$ cat src/rtl/instr_encoder_loader_pkg.sv
// Shared opcode map, op_sel codes and loader state encoding.
// The Decoder imports the same opcode constants, so the two cannot drift apart.
package instr_encoder_loader_pkg;

  // lw/sw and beq/bne are swapped relative to textbook MIPS
  localparam logic [5:0] OP_RTYPE = 6'b000000;
  localparam logic [5:0] OP_ADDI  = 6'b001000;
  localparam logic [5:0] OP_LW    = 6'b101011;
  localparam logic [5:0] OP_SW    = 6'b100011;
  localparam logic [5:0] OP_BEQ   = 6'b000101;
  localparam logic [5:0] OP_BNE   = 6'b000100;

  localparam logic [2:0] SEL_RTYPE = 3'd0;
  localparam logic [2:0] SEL_ADDI  = 3'd1;
  localparam logic [2:0] SEL_LW    = 3'd2;
  localparam logic [2:0] SEL_SW    = 3'd3;
  localparam logic [2:0] SEL_BEQ   = 3'd4;
  localparam logic [2:0] SEL_BNE   = 3'd5;

  typedef enum logic [1:0] {
    ST_IDLE = 2'd0,
    ST_LOAD = 2'd1,
    ST_DONE = 2'd2
  } state_t;

endpackage

$ cat src/rtl/instr_encoder_loader_packer.sv
// Combinational packer: op_sel plus instruction fields -> 32-bit word.
// Codes 6 and 7 have no encoding; they yield a zero word and raise illegal.
module instr_packer
  import instr_encoder_loader_pkg::*;
(
  input  logic [2:0]  op_sel,
  input  logic [4:0]  rs,
  input  logic [4:0]  rt,
  input  logic [4:0]  rd,
  input  logic [5:0]  funct,
  input  logic [15:0] imm,
  output logic [31:0] word,
  output logic        illegal
);

  always_comb begin
    word    = '0;
    illegal = 1'b0;
    case (op_sel)
      SEL_RTYPE: word = {OP_RTYPE, rs, rt, rd, 5'b00000, funct};
      SEL_ADDI:  word = {OP_ADDI, rs, rt, imm};
      SEL_LW:    word = {OP_LW, rs, rt, imm};
      SEL_SW:    word = {OP_SW, rs, rt, imm};
      SEL_BEQ:   word = {OP_BEQ, rs, rt, imm};
      SEL_BNE:   word = {OP_BNE, rs, rt, imm};
      default:   illegal = 1'b1;
    endcase
  end

endmodule

$ cat src/rtl/instr_encoder_loader.sv
// Instruction encoder/loader: packs field-level requests into words and streams
// them into instruction memory through a single pending-write register.
//
// state | meaning
// IDLE  | waiting for start_i, no requests taken
// LOAD  | accepting requests, writing words sequentially
// DONE  | session complete, done_o high until the next start_i
module instr_encoder_loader
  import instr_encoder_loader_pkg::*;
#(
  parameter int unsigned DEPTH     = 32,
  parameter logic [31:0] BASE_ADDR = 32'h0000_0000
) (
  input  logic        clk_i,
  input  logic        rst_i,
  input  logic        start_i,
  input  logic        finish_i,
  input  logic        req_valid_i,
  output logic        req_ready_o,
  input  logic [2:0]  op_sel_i,
  input  logic [4:0]  rs_i,
  input  logic [4:0]  rt_i,
  input  logic [4:0]  rd_i,
  input  logic [5:0]  funct_i,
  input  logic [15:0] imm_i,
  input  logic        imem_busy_i,
  output logic        imem_we_o,
  output logic [31:0] imem_addr_o,
  output logic [31:0] imem_data_o,
  output logic [5:0]  count_o,
  output logic        done_o,
  output logic        err_o
);

  localparam logic [6:0] DEPTH_W = 7'(DEPTH);

  state_t      state, state_nx;
  logic        pend, fin, err;
  logic [31:0] ptr, data_q;
  logic [5:0]  count, count_nx;
  logic        accept, commit, pend_nx, room;
  logic [31:0] word;
  logic        illegal;

  instr_packer u_packer (
    .op_sel  (op_sel_i),
    .rs      (rs_i),
    .rt      (rt_i),
    .rd      (rd_i),
    .funct   (funct_i),
    .imm     (imm_i),
    .word    (word),
    .illegal (illegal)
  );

  // Reserved slots include the word still waiting in the output register.
  assign room     = ({1'b0, count} + {6'b000000, pend}) < DEPTH_W;
  assign commit   = pend && !imem_busy_i;
  assign accept   = req_valid_i && req_ready_o;
  assign pend_nx  = (pend && !commit) || (accept && !illegal);
  assign count_nx = count + 6'(commit);

  always_ff @(posedge clk_i) begin
    if (rst_i) state <= ST_IDLE;
    else       state <= state_nx;
  end

  always_comb begin
    state_nx = state;
    case (state)
      ST_IDLE: if (start_i) state_nx = ST_LOAD;
      ST_LOAD: begin
        if ((fin || finish_i || ({1'b0, count_nx} == DEPTH_W)) && !pend_nx)
          state_nx = ST_DONE;
      end
      ST_DONE: if (start_i) state_nx = ST_LOAD;
      default: state_nx = ST_IDLE;
    endcase
  end

  always_comb begin
    req_ready_o = 1'b0;
    done_o      = 1'b0;
    case (state)
      ST_LOAD: req_ready_o = !fin && (!pend || !imem_busy_i) && room;
      ST_DONE: done_o = 1'b1;
      default: ;
    endcase
  end

  always_ff @(posedge clk_i) begin
    if (rst_i) begin
      pend   <= 1'b0;
      fin    <= 1'b0;
      err    <= 1'b0;
      ptr    <= BASE_ADDR;
      data_q <= '0;
      count  <= '0;
    end else if ((state != ST_LOAD) && start_i) begin
      pend  <= 1'b0;
      fin   <= 1'b0;
      err   <= 1'b0;
      ptr   <= BASE_ADDR;
      count <= '0;
    end else if (state == ST_LOAD) begin
      pend <= pend_nx;
      if (commit) begin
        ptr   <= ptr + 32'd4;
        count <= count_nx;
      end
      if (accept && !illegal) data_q <= word;
      if (accept && illegal)  err    <= 1'b1;
      if (finish_i)           fin    <= 1'b1;
    end
  end

  assign imem_we_o   = pend;
  assign imem_addr_o = ptr;
  assign imem_data_o = data_q;
  assign count_o     = count;
  assign err_o       = err;

endmodule

$ cat config.mk
export PLATFORM = sky130hd
export DESIGN_NAME = instr_encoder_loader
export DESIGN_NICKNAME = d
export VERILOG_FILES = /design/src/rtl/instr_encoder_loader_pkg.sv /design/src/rtl/instr_encoder_loader_packer.sv /design/src/rtl/instr_encoder_loader.sv
export SDC_FILE = /design/constraint.sdc
export NUM_CORES = 1
export LEC_CHECK = 0
export BUFFER_PORTS_ARGS = -buffer_cell sky130_fd_sc_hd__buf_2
export CORE_AREA = 5 5 83 100
export CTS_BUF_LIST = sky130_fd_sc_hd__clkbuf_4 sky130_fd_sc_hd__clkbuf_8
export DETAILED_ROUTE_END_ITERATION = 7
export DIE_AREA = 0 0 88 105
export HOLD_SLACK_MARGIN = 0.1
export PLACE_DENSITY = 0.81
export SYNTH_ARGS = -nofsm -noshare
export SYNTH_HDL_FRONTEND = slang
export SYNTH_HIERARCHICAL = 1
export SYNTH_SLANG_ARGS = --single-unit
$ cat constraint.sdc
create_clock -name clk_i -period 2.8 [get_ports clk_i]
set_clock_uncertainty 0.2 [all_clocks]
set_input_delay 0.7 -clock clk_i [delete_from_list [all_inputs] [get_ports clk_i]]
set_output_delay 0.7 -clock clk_i [all_outputs]
set_load 0.02 [all_outputs]
# Word-level counts from Yosys, hierarchy flattened
# Index checks and enable logic that the tools add are counted.
dict set report totals {
  register_bits 75
  latch_bits 0
  mem_bits_rw 0
  rom_bits 0
  output_inout_bits 74
  mem_count 0
}
dict set report op_classes {
  addsub 3
  mul 0
  n_div 0
  magnitude_cmp 1
  eq_ne 11
  shifts 0
  n_mux 7
  n_bitwise 1
  n_reduce_logical 28
}
# operator count
set op_table {}
lappend op_table {{32-bit case mux with 6 select lines} 1}
lappend op_table {{32-bit by 3-bit adder with 32-bit output (second input constant)} 1}
lappend op_table {{1-bit logical AND} 9}
lappend op_table {{2-bit AND reduction} 4}
lappend op_table {{6-bit by 1-bit adder with 7-bit output} 1}
lappend op_table {{7-bit by 6-bit less-than comparator with 1-bit output (second input constant)} 1}
lappend op_table {{6-bit by 1-bit adder with 6-bit output} 1}
lappend op_table {{3-bit by 2-bit equality test with 1-bit output (second input constant)} 2}
lappend op_table {{3-bit equality test (second input constant)} 2}
lappend op_table {{6-bit equality test (second input constant)} 1}
lappend op_table {{6-bit OR reduction} 1}
lappend op_table {{1-bit zero test} 5}
lappend op_table {{1-bit logical OR} 4}
lappend op_table {{2-bit 2-to-1 mux} 2}
lappend op_table {{2-bit by 1-bit inequality test with 1-bit output (second input constant)} 2}
lappend op_table {{2-bit case mux with 2 select lines} 1}
lappend op_table {{2-bit OR reduction} 2}
lappend op_table {{3-bit by 1-bit equality test with 1-bit output (second input constant)} 1}
lappend op_table {{3-bit zero test} 1}
lappend op_table {{1-bit 2-to-1 mux} 3}
lappend op_table {{3-bit AND reduction} 1}
lappend op_table {{2-bit by 1-bit equality test with 1-bit output (second input constant)} 1}
lappend op_table {{2-bit equality test (second input constant)} 1}
lappend op_table {{2-bit zero test} 1}
lappend op_table {{other kinds (2)} 2}

# Depth between registers and ports, before layout
dict set report depth {
  word_depth 12
  depth_mapped 10
  depth_no_buf 7
}

# Modules after synthesis
# The synthesis kept the hierarchy.
# mod n_inst cells_each area_each_um2
set modules_own_cells {}
lappend modules_own_cells {instr_encoder_loader 1 339 3156.8}
lappend modules_own_cells {instr_packer 1 70 520.5}

# Worst setup path before layout
# No wires, ideal clock.
dict set report synth_timing {
  kind {input -> register}
  start {input port op_sel_i[1]}
  end {register data_q[27], in the netlist imem_data_o[27]}
  setup_time_ps 128
  t_arrival_ps 2269
  t_required_ps 2472
  setup_slack_ps 204
  cell_stages 10
  path_cell_list {buf_6 > buf_2 > nand2_1 > inv_1 > or4b_1 > nor3_2 > buf_6 > buf_12 > mux2i_1 > nor2_1}
}
dict set report synth_via {
  elab_chain_cells 4
}
# item line_no
set synth_lines {}
lappend synth_lines {{from (decl)} instr_encoder_loader.sv:20} ;# input logic [2:0] op_sel_i,
lappend synth_lines {{3-bit by 1-bit equality test with 1-bit output, or another cell as far along} instr_encoder_loader_packer.sv:19} ;# case (op_sel)
lappend synth_lines {{6-bit OR reduction (no source line)} n/a}
lappend synth_lines {{1-bit logical AND} instr_encoder_loader.sv:111} ;# if (accept && !illegal) data_q <= word;
lappend synth_lines {{3-bit AND reduction (no source line)} n/a}
lappend synth_lines {{to (signal assigned)} instr_encoder_loader.sv:111}
lappend synth_lines {{to (decl)} instr_encoder_loader.sv:39} ;# logic [31:0] ptr, data_q;
# Several ways; a longest one is shown, not always the timed one.
# A chain may end at the register's enable or synchronous reset.

# Worst setup path after layout
dict set report layout_timing {
  start {register state[0]}
  end {output port req_ready_o}
}
dict set report layout_via {
  elab_chain_cells 2
}
# item line_no
set layout_lines {}
lappend layout_lines {{from (decl)} instr_encoder_loader.sv:37} ;# state_t state, state_nx;
lappend layout_lines {{from (signal assigned)} instr_encoder_loader.sv:65} ;# else state <= state_nx;
lappend layout_lines {{2-bit by 1-bit equality test with 1-bit output} instr_encoder_loader.sv:84} ;# case (state)
lappend layout_lines {{1-bit 2-to-1 mux} instr_encoder_loader.sv:84}
lappend layout_lines {{to (decl)} instr_encoder_loader.sv:19} ;# output logic req_ready_o,
# No other way between the ends.

==> results.py <==
metrics = {
    "placed_design": {
        "hpwl_mm": 6.37,
        "portBuffers": 117,
        "place_congestion": 0.858,
        "placed_area_um2": 4260,
    },
    "global_routing": {
        "first_global_vias": 3150,
        "grt_pass1_wl_mm": 14.2,
        "overflow": 0,
        "grt.total_usage_pct": 18.8,
        "grt_max_degree": 40,
        "antenna_found_initial": 0,
    },
    "run": {
        "cap_violations": 0,
    },
    "sta": {
        "post-route-period-util_pct": 91.6,
        "final_hold_viol_count": 0,
        "post-route-min-period_ps": 2570,
        "rsz0062_at_grt": "false",
        "slew_violations": 0,
        "fmax_ghz": 0.390,
        "fin_tns_setup_ps": 0,
        "slew_headroom_pct": 52.3,
        "setup-violations-final": 0,
        "tightest_slew_ps": 713,
    },
    "die": {
        "dieHeight_um": 105,
        "core.rowCount": 34,
        "core_area_um2": 7190,
        "io_pins": 120,
        "start_util_pct": 51.1,
        "dieArea_um2": 9240,
        "fp.dieW_um": 88,
    },
    "clocking": {
        "clk_pin_slew_ps": 80,
        "tritoncts": "done",
        "htree_levels": 3,
        "ctsLongestPathBuffers": 2,
        "cts-root-buf": "clkbuf_8",
        "cts_setup_buffers": 0,
        "numCtsBuffers": 9,
        "clk_latency_ps": 350,
        "clock-sinks": 73,
    },
    "finish": {
        "postLayoutCellArea_um2": 4460,
        "layout-drive-gt1-share_pct": 29.2,
        "fin_util_pct": 62.1,
        "n_fill_cell": 621,
        "area_growth_pct": 21.3,
        "final_nets": 568,
        "diodes": 0,
    },
    "setup_path": {
        "cp_top_family": "simple AND/OR/NAND/NOR gates",
        "timing.rr.end": "imem_addr_o[30]$_SDFFE_PP0P_",
        "crit_chain": "nor2b_1, nand2_1, nor4_2, buf_2",
        "worst-endpoint-arrival_ps": 1670,
        "path_buf_inv": 1,
        "cp_slowest_cell": "dfxtp_1",
        "cp_slowest_stage_delay_ps": 400,
        "cp_max_fo": 6,
        "reg2regPathDepth": 6,
        "path_class": "reg2out",
        "cp.required_ps": 1900,
        "cp.depth": 4,
        "start_kind": "flop",
        "r2r_start": "imem_addr_o[2]$_SDFFE_PP0P_",
        "critPathCaptureType": "primary output",
        "timing.reg2reg.setup_slack_ps": 640,
    },
    "yosys": {
        "synthTopCellsByArea": "dfxtp_1, mux2i_1, nor2_1, xnor2_1, a221o_1",
        "synth_top_cells_by_count": "dfxtp_1, nor2_1, mux2i_1",
        "synth_top_area_share_pct": 39.7,
        "synth_cell_type_count": 46,
        "synth_ff_type": "dfxtp_1",
        "synthCells": 409,
        "synth_seq_cells": 73,
        "syn_area_um2": 3680,
        "yosys.area.top_type": "dfxtp_1",
        "syn_area_per_cell_um2": 8.99,
        "yosys_warnings": 6,
        "ys_seq_area_share_pct": 39.7,
        "async_flop_share_pct": 0,
        "synth_edf_count": 0,
    },
    "detailed_routing": {
        "drcViolationCount": 0,
        "vias": 3236,
        "drtPass1Iterations": 4,
        "drt-total-wl_mm": 8.58,
        "drt_iter0_markers": 93,
        "wl_per_cell_um": 14.0,
        "drtAntennaViolNets": 0,
        "vias_per_cell": 5.27,
    },
    "power": {
        "power_w": 0.00210,
        "power.density_nw_per_um2": 471,
        "max-vdd-ir-drop_mv": 0.278,
        "leakagePower_nw": 1.96,
    },
    "outcome": {
        "status": "finished, final reports clean",
    },
    "min_path": {
        "whs_endpoint": "err_o$_SDFFE_PP0P_",
        "hp-start": "err_o$_SDFFE_PP0P_",
        "whs_path_depth": 2,
        "hold_path_class": "reg2reg",
    },
}
==> what timing repair did <==
| action | 4_1_cts | 5_1_grt |
|---|---|---|
| hold buffers | 0 | 0 |
| setup endpoints to repair | 0 | 1 |
| resized for setup | 0 | 1 |
==> sequential cells by signal, summed over array words and instances, names as in the netlist <==
register / count
imem_data_o: 32
fin: 1
err_o: 1
count_o: 6
imem_we_o: 1
state: 2
imem_addr_o: 30
==> cells in the final DEF (no fill, tap or decap), drive strengths merged, types with 12 or more instances in the layout <==
cell and instances:
buf 126, dfxtp 73, and2 12, mux2i 32
nand2 24, and3b 12, xnor2 20, nor2 73
==> routing by layer <==
metal	GRT usage [%]	part of all wire (%)
met3	6.46	9.9
met2	31.0	47
met1	22.7	41
met4	5.92	1.5
met5	0	0
==> power by group <==
group | switching (W) | internal, W | leakage, nW
combinational | 0.000121 | 0.000101 | 1.27
clock | 0.000387 | 0.000430 | 0.100
sequential | 0.0000102 | 0.00105 | 0.589
==> kinds of logic (layout without fill, tap and decap cells) <==
logic type                 count (synthesis)  after routing  share of synthesized area [%]
and+or+nand+nor                          196            196                           29.5
DFF                                       73             73                           39.7
AOI/OAI and AO/OA                         38             38                           7.38
buffers and inverters                     35            149                           6.29
muxes                                     32             32                           8.71
xor gates and xnor gates                  30             30                           7.15
adders and majority gates                  3              3                           1.02
other                                      2              3                          0.204
==> area by class of cell <==
cell class	instances	area, µm²	share of cell area, %
well taps	90	113	2.52
clock inverters	5	56.3	1.26
multi-input cells	302	2000	44.8
clock buffers	11	139	3.11
repair buffers	126	666	14.9
inverters	7	26.3	0.589
flip-flops and latches	73	1460	32.8
==> per-stage QoR <==
step / hold slack [ps] / setup slack, ps / instances
final: 278 / 234 / 614
after global routing: 306 / 40.1 / 614
after detailed placement: 263 / 216 / 598
after CTS: 282 / 88.1 / 614
after global placement: 254 / 289 / 598
after floorplan: 268 / 204 / 410
==> worst max-delay path by stage <==
| stage | from | endpoint |
|---|---|---|
| after floorplan | op_sel_i[1] | imem_data_o[27]$_SDFFE_PP0P_ |
| after global placement | imem_busy_i | req_ready_o |
| after detailed placement | op_sel_i[1] | imem_data_o[16]$_SDFFE_PP0P_ |
| after CTS | state[0]$_SDFFE_PP0P_ | req_ready_o |
| after global routing | state[0]$_SDFFE_PP0P_ | req_ready_o |
| final | state[0]$_SDFFE_PP0P_ | req_ready_o |
==> tightest hold or removal path: cells and delay by family, from the launching register on <==
| family | cells | cell delay [ps] |
|---|---|---|
| AND/OR/NAND/NOR | 1 | 70 |
| flip-flops | 1 | 330 |
| AO/OA/AOI/OAI | 1 | 40 |
(Power assumes the default switching activity.)
